$ cat src/rtl/pc_fetch_unit.sv
// pc_fetch_unit: program counter ownership and instruction fetch.
// The unit issues one word request at a time over req/gnt and waits for rvalid.
// Returned words go into a small FIFO. The FIFO head is registered and feeds
// decode over if_valid/if_ready.
// A taken redirect loads the resolved target, squashes the buffer and pulses
// flush_o on the following cycle.
// Optional feature macro: MISALIGN_TRAP_EN.
//   - Defined: a misaligned redirect target raises a one-cycle trap pulse and
//     parks fetch in HALT until the next aligned redirect.
//   - Undefined: the low two target bits are cleared and fetch carries on.
module pc_fetch_unit #(
    parameter int               XLEN      = 32,
    parameter logic [XLEN-1:0]  RESET_PC  = '0,
    parameter int               BUF_DEPTH = 2
) (
    input  logic            clk,
    input  logic            rst_n,
    input  logic            pc_next_src,
    input  logic            redir_valid,
    input  logic [XLEN-1:0] pc_target,
    output logic            imem_req,
    output logic [XLEN-1:0] imem_addr,
    input  logic            imem_gnt,
    input  logic            imem_rvalid,
    input  logic [31:0]     imem_rdata,
    output logic            if_valid,
    input  logic            if_ready,
    output logic [31:0]     if_instr,
    output logic [XLEN-1:0] if_pc,
    output logic            flush_o,
    output logic            misalign_trap_o
);

    localparam int PTR_W = (BUF_DEPTH > 1) ? $clog2(BUF_DEPTH) : 1;
    localparam int CNT_W = $clog2(BUF_DEPTH) + 1;
    localparam logic [CNT_W-1:0] DEPTH_C = CNT_W'(BUF_DEPTH);

    localparam logic [1:0] ST_IDLE = 2'd0;
    localparam logic [1:0] ST_REQ  = 2'd1;
    localparam logic [1:0] ST_WAIT = 2'd2;
    localparam logic [1:0] ST_HALT = 2'd3;

    // Fetch state
    logic [1:0]      r_state;
    logic [XLEN-1:0] r_fetch_pc;
    logic [XLEN-1:0] r_wait_pc;
    logic            r_discard;
    logic            r_flush;
    logic            r_trap;

    // Instruction buffer
    logic [XLEN-1:0] r_mem_pc    [BUF_DEPTH];
    logic [31:0]     r_mem_instr [BUF_DEPTH];
    logic [PTR_W-1:0] r_rd_ptr;
    logic [PTR_W-1:0] r_wr_ptr;
    logic [CNT_W-1:0] r_count;
    logic            r_if_valid;
    logic [31:0]     r_if_instr;
    logic [XLEN-1:0] r_if_pc;

    // Combinational helpers
    logic            w_redir;
    logic            w_misalign;
    logic            w_take;
    logic            w_trap_redir;
    logic [XLEN-1:0] w_target;
    logic            w_req;
    logic            w_gnt;
    logic            w_inflight;
    logic            w_push;
    logic            w_pop;
    logic [1:0]      w_state_nxt;
    logic [XLEN-1:0] w_fetch_pc_nxt;
    logic            w_discard_nxt;
    logic [PTR_W-1:0] w_rd_nxt;
    logic [PTR_W-1:0] w_wr_nxt;
    logic [CNT_W-1:0] w_count_nxt;
    logic [XLEN-1:0] w_head_pc_nxt;
    logic [31:0]     w_head_instr_nxt;

    assign w_redir = redir_valid & pc_next_src;

`ifdef MISALIGN_TRAP_EN
    assign w_misalign = (pc_target[1:0] != 2'b00);
    assign w_target   = pc_target;
`else
    assign w_misalign = 1'b0;
    assign w_target   = pc_target & ~XLEN'(3);
`endif

    assign w_take       = w_redir & ~w_misalign;
    assign w_trap_redir = w_redir & w_misalign;

    // Request only while the buffer still has room for the returning word.
    assign w_req = (r_state == ST_REQ) && (r_count < DEPTH_C);
    assign w_gnt = w_req & imem_gnt;

    // A response is still owed to us after this cycle.
    assign w_inflight = ((r_state == ST_WAIT) && !imem_rvalid) ||
                        ((r_state == ST_REQ)  && w_gnt) ||
                        ((r_state == ST_HALT) && r_discard && !imem_rvalid);

    assign w_push = (r_state == ST_WAIT) & imem_rvalid & ~r_discard & ~w_redir;
    assign w_pop  = r_if_valid & if_ready;

    // Next fetch state: sequential progress, overridden by a redirect.
    always_comb begin
        w_state_nxt    = r_state;
        w_fetch_pc_nxt = r_fetch_pc;
        w_discard_nxt  = r_discard;
        case (r_state)
            ST_IDLE: begin
                w_state_nxt = ST_REQ;
            end
            ST_REQ: begin
                if (w_gnt) begin
                    w_state_nxt    = ST_WAIT;
                    w_fetch_pc_nxt = r_fetch_pc + XLEN'(4);
                end else begin
                    w_state_nxt = ST_REQ;
                end
            end
            ST_WAIT: begin
                if (imem_rvalid) begin
                    w_state_nxt   = ST_REQ;
                    w_discard_nxt = 1'b0;
                end else begin
                    w_state_nxt = ST_WAIT;
                end
            end
`ifdef MISALIGN_TRAP_EN
            ST_HALT: begin
                if (imem_rvalid) begin
                    w_discard_nxt = 1'b0;
                end else begin
                    w_discard_nxt = r_discard;
                end
            end
`endif
            default: begin
                w_state_nxt = ST_IDLE;
            end
        endcase

        if (w_take) begin
            // A still-owed response must be swallowed before the new request.
            w_fetch_pc_nxt = w_target;
            w_discard_nxt  = w_inflight;
            w_state_nxt    = w_inflight ? ST_WAIT : ST_REQ;
        end else if (w_trap_redir) begin
            w_discard_nxt = w_inflight;
            w_state_nxt   = ST_HALT;
        end else begin
            w_discard_nxt = w_discard_nxt;
        end
    end

    // Fetch state registers.
    always_ff @(posedge clk or negedge rst_n) begin
        if (!rst_n) begin
            r_state    <= ST_IDLE;
            r_fetch_pc <= RESET_PC;
            r_wait_pc  <= RESET_PC;
            r_discard  <= 1'b0;
            r_flush    <= 1'b0;
            r_trap     <= 1'b0;
        end else begin
            r_state    <= w_state_nxt;
            r_fetch_pc <= w_fetch_pc_nxt;
            r_discard  <= w_discard_nxt;
            r_flush    <= w_redir;
            r_trap     <= w_trap_redir;
            if (w_gnt) begin
                r_wait_pc <= r_fetch_pc;
            end else begin
                r_wait_pc <= r_wait_pc;
            end
        end
    end

    // Next buffer pointers/count and the entry that will sit at the head.
    always_comb begin
        w_rd_nxt         = r_rd_ptr;
        w_wr_nxt         = r_wr_ptr;
        w_count_nxt      = r_count;
        w_head_pc_nxt    = r_if_pc;
        w_head_instr_nxt = r_if_instr;
        if (w_redir) begin
            w_rd_nxt    = '0;
            w_wr_nxt    = '0;
            w_count_nxt = '0;
        end else begin
            w_rd_nxt    = r_rd_ptr + PTR_W'(w_pop);
            w_wr_nxt    = r_wr_ptr + PTR_W'(w_push);
            w_count_nxt = r_count + CNT_W'(w_push) - CNT_W'(w_pop);
            if (w_push && (r_wr_ptr == w_rd_nxt)) begin
                w_head_pc_nxt    = r_wait_pc;
                w_head_instr_nxt = imem_rdata;
            end else begin
                w_head_pc_nxt    = r_mem_pc[w_rd_nxt];
                w_head_instr_nxt = r_mem_instr[w_rd_nxt];
            end
        end
    end

    // Buffer storage and pointers.
    always_ff @(posedge clk or negedge rst_n) begin
        if (!rst_n) begin
            for (int i = 0; i < BUF_DEPTH; i++) begin
                r_mem_pc[i]    <= '0;
                r_mem_instr[i] <= 32'h0000_0000;
            end
            r_rd_ptr <= '0;
            r_wr_ptr <= '0;
            r_count  <= '0;
        end else begin
            if (w_push) begin
                r_mem_pc[r_wr_ptr]    <= r_wait_pc;
                r_mem_instr[r_wr_ptr] <= imem_rdata;
            end else begin
                r_mem_pc[r_wr_ptr]    <= r_mem_pc[r_wr_ptr];
                r_mem_instr[r_wr_ptr] <= r_mem_instr[r_wr_ptr];
            end
            r_rd_ptr <= w_rd_nxt;
            r_wr_ptr <= w_wr_nxt;
            r_count  <= w_count_nxt;
        end
    end

    // Registered head; the last values are held while the buffer is empty.
    always_ff @(posedge clk or negedge rst_n) begin
        if (!rst_n) begin
            r_if_valid <= 1'b0;
            r_if_pc    <= '0;
            r_if_instr <= 32'h0000_0000;
        end else begin
            r_if_valid <= (w_count_nxt != '0);
            if (w_count_nxt != '0) begin
                r_if_pc    <= w_head_pc_nxt;
                r_if_instr <= w_head_instr_nxt;
            end else begin
                r_if_pc    <= r_if_pc;
                r_if_instr <= r_if_instr;
            end
        end
    end

    assign imem_req  = w_req;
    assign imem_addr = r_fetch_pc;
    assign if_valid  = r_if_valid;
    assign if_instr  = r_if_instr;
    assign if_pc     = r_if_pc;
    assign flush_o   = r_flush;

`ifdef MISALIGN_TRAP_EN
    assign misalign_trap_o = r_trap;
`else
    assign misalign_trap_o = 1'b0;
`endif

endmodule

$ cat config.mk
export PLATFORM = sky130hd
export DESIGN_NAME = pc_fetch_unit
export DESIGN_NICKNAME = d
export VERILOG_FILES = /design/src/rtl/pc_fetch_unit.sv
export SDC_FILE = /design/constraint.sdc
export NUM_CORES = 1
export LEC_CHECK = 0
export ABC_AREA = 1
export ABC_CLOCK_PERIOD_IN_PS = 6200
export CAP_MARGIN = 0
export CORE_MARGIN = 10
export CORE_UTILIZATION = 60
export CTS_BUF_LIST = sky130_fd_sc_hd__clkbuf_16
export CTS_CLUSTER_SIZE = 30
export DETAILED_ROUTE_END_ITERATION = 8
export DONT_BUFFER_PORTS = 1
export GPL_TIMING_DRIVEN = 0
export PLACE_DENSITY_LB_ADDON = 0.05
export REMOVE_ABC_BUFFERS = 1
export SLEW_MARGIN = 5
export SYNTH_ARGS = -nofsm -noshare
export SYNTH_HDL_FRONTEND = slang
export SYNTH_SLANG_ARGS = --single-unit
export TNS_END_PERCENT = 5
$ cat constraint.sdc
create_clock -name clk -period 6.2 [get_ports clk]
set_input_delay 0.62 -clock clk [delete_from_list [all_inputs] [get_ports clk]]
set_output_delay 0.62 -clock clk [all_outputs]
set_load 0.02 [all_outputs]
==> results of run 1 <==
-- metal layers --
metal / vias up / GRT usage (%) / wire, µm
met5: - / 0.756 / 0
met4: 0 / 5.41 / 588
met3: 55 / 7.03 / 2790
met2: 301 / 36.0 / 13900
met1: 4728 / 30.9 / 13400
li1: 4919 / - / -
-- sequential cells by signal, summed over array words and instances, names as in the netlist --
signal / flops
imem_addr: 30
r_state: 2
r_rd_ptr: 1
r_mem_pc: 64
if_instr: 32
r_discard: 1
flush_o: 1
if_valid: 1
if_pc: 32
r_count: 2
r_mem_instr: 64
r_wr_ptr: 1
r_wait_pc: 30
-- synth_stat cells --
cell type,count
nor2_2,2
ha_1,3
nor3_1,2
nand4_1,5
buf_1,2
xor2_1,5
nand3_1,171
nand2_2,3
a31oi_1,1
o21ai_0,128
xnor2_1,3
clkbuf_1,37
inv_1,176
clkinv_1,1
o211ai_1,6
inv_2,4
nor2_1,57
dfrtp_1,261
a21boi_0,1
nor3_4,1
conb_1,1
nand2_1,561
o221ai_1,1
buf_2,46
o22ai_1,2
o21ai_1,100
buf_4,3
a21oi_1,7
-- cell type report --
type                       count  area share (%)
clock buffer                  29            5.46
clock inverter                20           0.810
inverter                     181            5.11
multi-input combinational   1062            35.3
sequential                   261            49.2
tap                          270            2.54
timing repair buffer           9            1.58
-- metrics by stage --
| step | total power [mW] | cell area [µm²] | setup TNS, ps | cells |
|---|---|---|---|---|
| floorplan | 4.74 | 11900 | 0 | 1504 |
| global placement | 5.45 | 12200 | -532290 | 1774 |
| detailed placement | 5.54 | 12500 | 0 | 1783 |
| CTS | 7.10 | 13300 | 0 | 1832 |
| global route | 7.62 | 13300 | 0 | 1832 |
| finish | 7.05 | 13300 | 0 | 1832 |
-- worst paths after layout --
kind / from / endpoint / slack (ps) / cells past startpoint
max: redir_valid / if_instr[4] / 1910 / 15
min: rst_n / if_instr[21] / -220 / 0
max reg2reg: r_state[0] / if_instr[4] / 2470 / 15
min reg2reg: r_mem_instr[38] / r_mem_instr[38] / 480 / 2
max in group asynchronous: rst_n / r_mem_pc[25] / 6030 / 0
min in group clk: pc_target[11] / imem_addr[11] / 190 / 2
-- cell families (layout without fill, tap and decap cells) --
logic type      count (synthesis)  after routing
buf+inv                       269            239
xor+xnor                        8              8
fa+ha+maj                       3              3
simple gates                  802            802
compound gates                246            246
flops                         261            261
other cells                     1              3
-- cell usage in the layout, fill, tap and decap left out, drive strengths merged, types with 5 or more instances in the layout --
cell    Yosys  layout
nand3     171     171
xor2        5       5
nand4       5       5
inv       180     191
o211ai      6       6
clkinv      1       9
nor2       59      59
buf        51       9
a21oi       7       7
o21ai     228     228
dfrtp     261     261
clkbuf     37      29
nand2     564     564
-- power breakdown --
group | leakage, nW | total (mW) | internal [mW] | switching, mW
combinational | 2.90 | 2.37 | 0.782 | 1.59
clock | 0.444 | 1.54 | 0.876 | 0.661
sequential | 3.38 | 3.14 | 2.35 | 0.791
total | 6.73 | 7.05 | 4.00 | 3.04
==> metrics.csv, run 1 <==
stage;metric;value;unit
finish;share of post-route cells with drive strength above 1;3.71;%
clocking;CTS tree;done;
synth;main combinational cell family by area after synthesis;simple AND/OR/NAND/NOR gates;
clocking;CTS Buf Count;28;
clocking;H-tree depth;1;
synth;complex-gate fraction of the synthesized area;10.3;%
synth;share of the synthesized area in the top cell type;53.4;%
synth;adder-cell share of the synthesized area;0.307;%
route;routed via count;10000;
sta;min Tclk post-route;4290;ps
sta;Final Hold Fails;261;
route;Post-Route WL;30700;µm
clocking;Clk Latency, worst-skew pair;540;ps
floorplan;Vert. Die Dim;163;µm
setup_path;Worst EP required;6660;ps
power_and_ir_drop;maximum VDD drop;0.614;mV
global_routing;pin count of the biggest net entering global routing;262;
global_routing;Global Route Usage Sum;23.1;%
setup_path;CP bufs+invs;6;
clocking;clk buf depth;3;
synth;mapped cell area;12200;µm²
route;Antenna Violating Nets Remaining;0;
sta;Setup violations, final;0;
sta;final worst setup slack;1910;ps
finish;Area Growth Syn to Fin;8.53;%
clocking;Clock Sinks;261;
synth;post-synthesis cell count;1590;
finish;diode count;0;
synth;Simple-Gate Fraction of Synth Area;26.7;%
finish;fin util;65.9;%
synth;Synth Register Bits;261;
route;DR iter-0 viols;874;
floorplan;Die Span X;163;µm
setup_path;largest delay contributor family on the critical path;buffers and inverters;
setup_path;CP Class;in2reg;
setup_path;Cell Chain, Critical Path;nand2_2 > inv_2 > nor3_4 > inv_1 > ha_1 > inv_1 > ha_1 > inv_1 > nand2_1 > nand3_1 > nand2_4 > buf_16 > inv_2 > nand2_1 > nand2_1;
clocking;Reg clk slew, reported paths;60;ps
synth;Syn Area/Cell;7.70;µm²
sta;RSZ-0062 raised after global routing;no;
global_routing;first-pass GRT wire length;50600;µm
finish;nets@finish;1617;
floorplan;core footprint;20200;µm²
synth;post-synthesis mux area share;0;%
setup_path;crit-path max cell delay;970;ps
finish;fillers;1795;
clocking;CTS root buffer;clkbuf_16;
sta;relative slew slack;13.3;%
floorplan;Ports;171;
route;Vias/cell;5.46;
synth;Synth area leader;dfrtp_1;
floorplan;floorplan row count;52;
setup_path;CP startpoint kind;input pin;
synth;synth warn;0;
sta;clk_skew;18.5;ps
min_path;Worst Hold Class;in2async;
finish;Multi-input gate area;4690;µm²
floorplan;Initial Util;60.7;%
synth;top post-synthesis cells by area;dfrtp_1 (53%), nand2_1 (17%), nand3_1 (7.0%);
global_routing;number of antenna violations at the first check in global routing;0;
clocking;Setup Buffers After CTS;0;
setup_path;worst-path fanout max;64;
global_routing;vias in the first global route;9591;
setup_path;CP max-delay cell;inv_2;
setup_path;CP Capture Type;flop;
run;max_cap viols;0;
placement;hpwl dp;18600;µm
power_and_ir_drop;Power Dens Cells;530;nW/µm²
global_routing;global route overflow;0;
run_status;failing checks;negative hold slack;
synth;xor/xnor share of the synthesized area;0.572;%
sta;period utilisation layout;69.3;%
run_status;status;finished with violations;
placement;count of input and output buffers;0;
route;wire per inst;16.8;µm
route;drt first pass iters;7;
sta;worst slew pin tran;1300;ps
finish;register cell area after layout;6530;µm²
floorplan;DIE AREA;26500;µm²
sta;Slew Limit Fails;0;
route;DRC;0;
clocking;post-CTS sizing;0;
synth;Distinct cells, synth;28;
placement;routability cong.;0.872;
setup_path;Arr. time, crit path;4760;ps
placement;pre-CTS WS;1410;ps
synth;post-synthesis sequential area ratio;53.4;%
power_and_ir_drop;leakage power;6.73;nW
sta;fmax;233;MHz
sta;final hold slack;-218;ps
No activity file was read; power rests on OpenSTA's default activity.
==> run 2: changes to the inputs <==
--- a/config.mk
+++ b/config.mk
@@ -6,7 +6,7 @@
 export NUM_CORES = 1
 export LEC_CHECK = 0
 export ABC_AREA = 1
-export ABC_CLOCK_PERIOD_IN_PS = 6200
+export ABC_CLOCK_PERIOD_IN_PS = 4350
 export CAP_MARGIN = 0
 export CORE_MARGIN = 10
 export CORE_UTILIZATION = 60
==> constraint.sdc (replaced) <==
create_clock -name clk -period 4.35 [get_ports clk]
set_input_delay 0.435 -clock clk [delete_from_list [all_inputs] [get_ports clk]]
set_output_delay 0.435 -clock clk [all_outputs]
set_load 0.02 [all_outputs]
==> run 2 against run 1 <==
  * The flow still finishes with violations (negative hold slack)
  * Critical path depth unchanged
  * Worst setup slack worse by 1300 ps
  * Combinational power up 42%
  * Non-clock buffer count up 1
==> metrics.csv, run 2 (synthesis results as in run 1) <==
stage;metric;value;unit
power_and_ir_drop;Power Dens Cells;754;nW/µm²
sta;fmax;269;MHz
setup_path;Arr. time, crit path;4180;ps
setup_path;Worst EP required;4810;ps
finish;register cell area after layout;6530;µm²
global_routing;number of antenna violations at the first check in global routing;0;
setup_path;CP bufs+invs;6;
power_and_ir_drop;Clock power frac;21.8;%
sta;Final Hold Fails;261;
floorplan;floorplan row count;52;
power_and_ir_drop;Sw Pwr;4.32;mW
placement;Post-DP Area;12500;µm²
route;Antenna Violating Nets Remaining;0;
sta;period utilisation layout;85.4;%
clocking;clk buf depth;3;
global_routing;vias in the first global route;9613;
clocking;Post-CTS Hold Buffers;1;
power_and_ir_drop;leakage power;6.73;nW
setup_path;worst-path fanout max;64;
finish;most common cell after layout, fill and taps aside;nand2_1;
setup_path;largest delay contributor family on the critical path;simple AND/OR/NAND/NOR gates;
clocking;Clk Latency, worst-skew pair;540;ps
floorplan;DIE AREA;26500;µm²
floorplan;Initial Util;60.7;%
route;wire per inst;16.7;µm
floorplan;Ports;171;
route;Vias/cell;5.45;
power_and_ir_drop;maximum VDD drop;0.881;mV
power_and_ir_drop;switching portion of total power;43.1;%
setup_path;Cell Chain, Critical Path;nand2_2 > inv_2 > nor3_4 > inv_1 > ha_1 > inv_1 > ha_1 > inv_1 > nand2_1 > nand3_1 > nand2_4 > buf_16 > inv_4 > nand2_1 > nand2_1;
global_routing;first-pass GRT wire length;50700;µm
finish;Multi-input gate area;4690;µm²
route;drt first pass iters;5;
min_path;Worst Hold Class;in2async;
run_status;status;finished with violations;
finish;cell area after layout;13300;µm²
global_routing;Global Route Usage Sum;23.1;%
global_routing;pin count of the biggest net entering global routing;262;
clocking;CTS Buf Count;28;
route;Post-Route WL;30600;µm
sta;clk_skew;18.5;ps
setup_path;critical register-to-register path startpoint;if_valid;
route;DRC;0;
sta;worst slew pin tran;940;ps
finish;commonest cells after routing, fill and taps aside;nand2_1 (556), dfrtp_1 (261), inv_1 (186);
setup_path;worst reg-to-reg setup slack;770;ps
clocking;H-tree depth;1;
clocking;CTS root buffer;clkbuf_16;
route;routed via count;9988;
finish;diode count;0;
run;max_cap viols;0;
power_and_ir_drop;sequential power share;44.6;%
global_routing;global route overflow;0;
finish;biggest regs;r_mem_instr (64), r_mem_pc (64);
sta;Slew Limit Fails;0;
sta;final hold slack;-403;ps
finish;nets@finish;1618;
setup_path;cell count of the worst reg-to-reg path;8;
clocking;Clock Sinks;261;
sta;min Tclk post-route;3720;ps
finish;fillers;1795;
power_and_ir_drop;combinational power share;33.6;%
placement;hpwl dp;18600;µm
placement;count of input and output buffers;0;
clocking;CTS tree;done;
setup_path;CP Class;in2reg;
clocking;Reg clk slew, reported paths;60;ps
sta;Setup violations, final;0;
setup_path;CP startpoint kind;input pin;
setup_path;reg-to-reg endpoint;if_pc[2];
sta;RSZ-0062 raised after global routing;no;
placement;routability cong.;0.872;
floorplan;core footprint;20200;µm²
floorplan;Vert. Die Dim;163;µm
route;DR iter-0 viols;911;
finish;Area Growth Syn to Fin;8.64;%
setup_path;crit-path max cell delay;600;ps
setup_path;CP max-delay cell;inv_4;
sta;relative slew slack;37.0;%
floorplan;Die Span X;163;µm
power_and_ir_drop;Power Internal;5.70;mW
sta;TNS Setup;0;ps
run_status;failing checks;negative hold slack;
finish;share of post-route cells with drive strength above 1;3.71;%
setup_path;CP Capture Type;flop;
==> run 2: cell types whose count changed in the layout (fill, tap and decap cells not counted) <==
| cell | delta |
|---|---|
| dlygate4sd3_1 | +1 |
| inv_2 | -1 |
| inv_4 | +1 |
==> run 2: worst max-delay path by stage <==
stage	start	endpoint	slack, ps	depth (start not counted)
floorplan	redir_valid	if_instr[0]	-830	14
global placement	redir_valid	if_pc[22]	-4630	14
detailed placement	redir_valid	if_pc[24]	-250	15
CTS	redir_valid	if_instr[4]	290	15
global route	redir_valid	if_pc[19]	400	15
finish	redir_valid	if_instr[4]	630	15
==> run 2: layer usage <==
| metal | vias to the layer above | part of all wire [%] | global-route usage [%] |
|---|---|---|---|
| li1 | 4926 | - | - |
| met1 | 4725 | 43 | 30.9 |
| met2 | 288 | 46 | 36.1 |
| met3 | 49 | 8.9 | 6.98 |
| met4 | 0 | 1.8 | 5.41 |
| met5 | - | 0 | 0.756 |
==> run 2: cell type report <==
| cell class | count | share of cell area (%) |
|---|---|---|
| clock inverters | 20 | 0.809 |
| inverters | 181 | 5.13 |
| multi-input cells | 1062 | 35.3 |
| well taps | 270 | 2.54 |
| repair buffers | 10 | 1.66 |
| flip-flops and latches | 261 | 49.1 |
| clock buffers | 29 | 5.46 |
==> run 2: through the flow <==
stage | power (mW) | util, % | hold WS, ps | instances | worst slack [ps]
after global routing | 10.9 | 65.9 | -420 | 1833 | 395
after detailed placement | 7.90 | 61.7 | 149 | 1783 | -254
after global placement | 7.74 | 60.4 | 148 | 1774 | -4630
after floorplan | 6.76 | - | 139 | 1504 | -828
final | 10.0 | 65.9 | -403 | 1833 | 635
after CTS | 10.1 | 65.9 | -416 | 1833 | 290
==> run 2: worst register-to-register path, stage by stage, from the launching register on <==
cell     delay (ps)
dfrtp_1         460
nand2_1         220
xor2_2          750
nand2_1         210
nand2_4         690
nand2_4         740
nand2_1         240
nand3_1         120
nand2_1          80
==> run 2: repair_timing <==
item                                   in CTS  in global routing
setup endpoints to repair                   0                 21
setup buffers                               0                  0
gates resized for setup                     0                  2
endpoints found under the hold margin     262                261
==> run 2: power by group through the flow <==
stage | Clock, mW | Sequential (mW) | Combinational, mW
finish | 2.19 | 4.47 | 3.37
global route | 2.31 | 4.60 | 3.95
CTS | 2.23 | 4.48 | 3.41
detailed placement | 0 | 4.52 | 3.38
global placement | 0 | 4.49 | 3.24
floorplan | 0 | 4.27 | 2.49
==> run 3: changes to the inputs <==
--- a/config.mk
+++ b/config.mk
@@ -21,4 +21,3 @@
 export SYNTH_ARGS = -nofsm -noshare
 export SYNTH_HDL_FRONTEND = slang
 export SYNTH_SLANG_ARGS = --single-unit
-export TNS_END_PERCENT = 5
==> results of run 3 <==
Same layout as run 2: the final DEF is identical, and so are final timing and power.
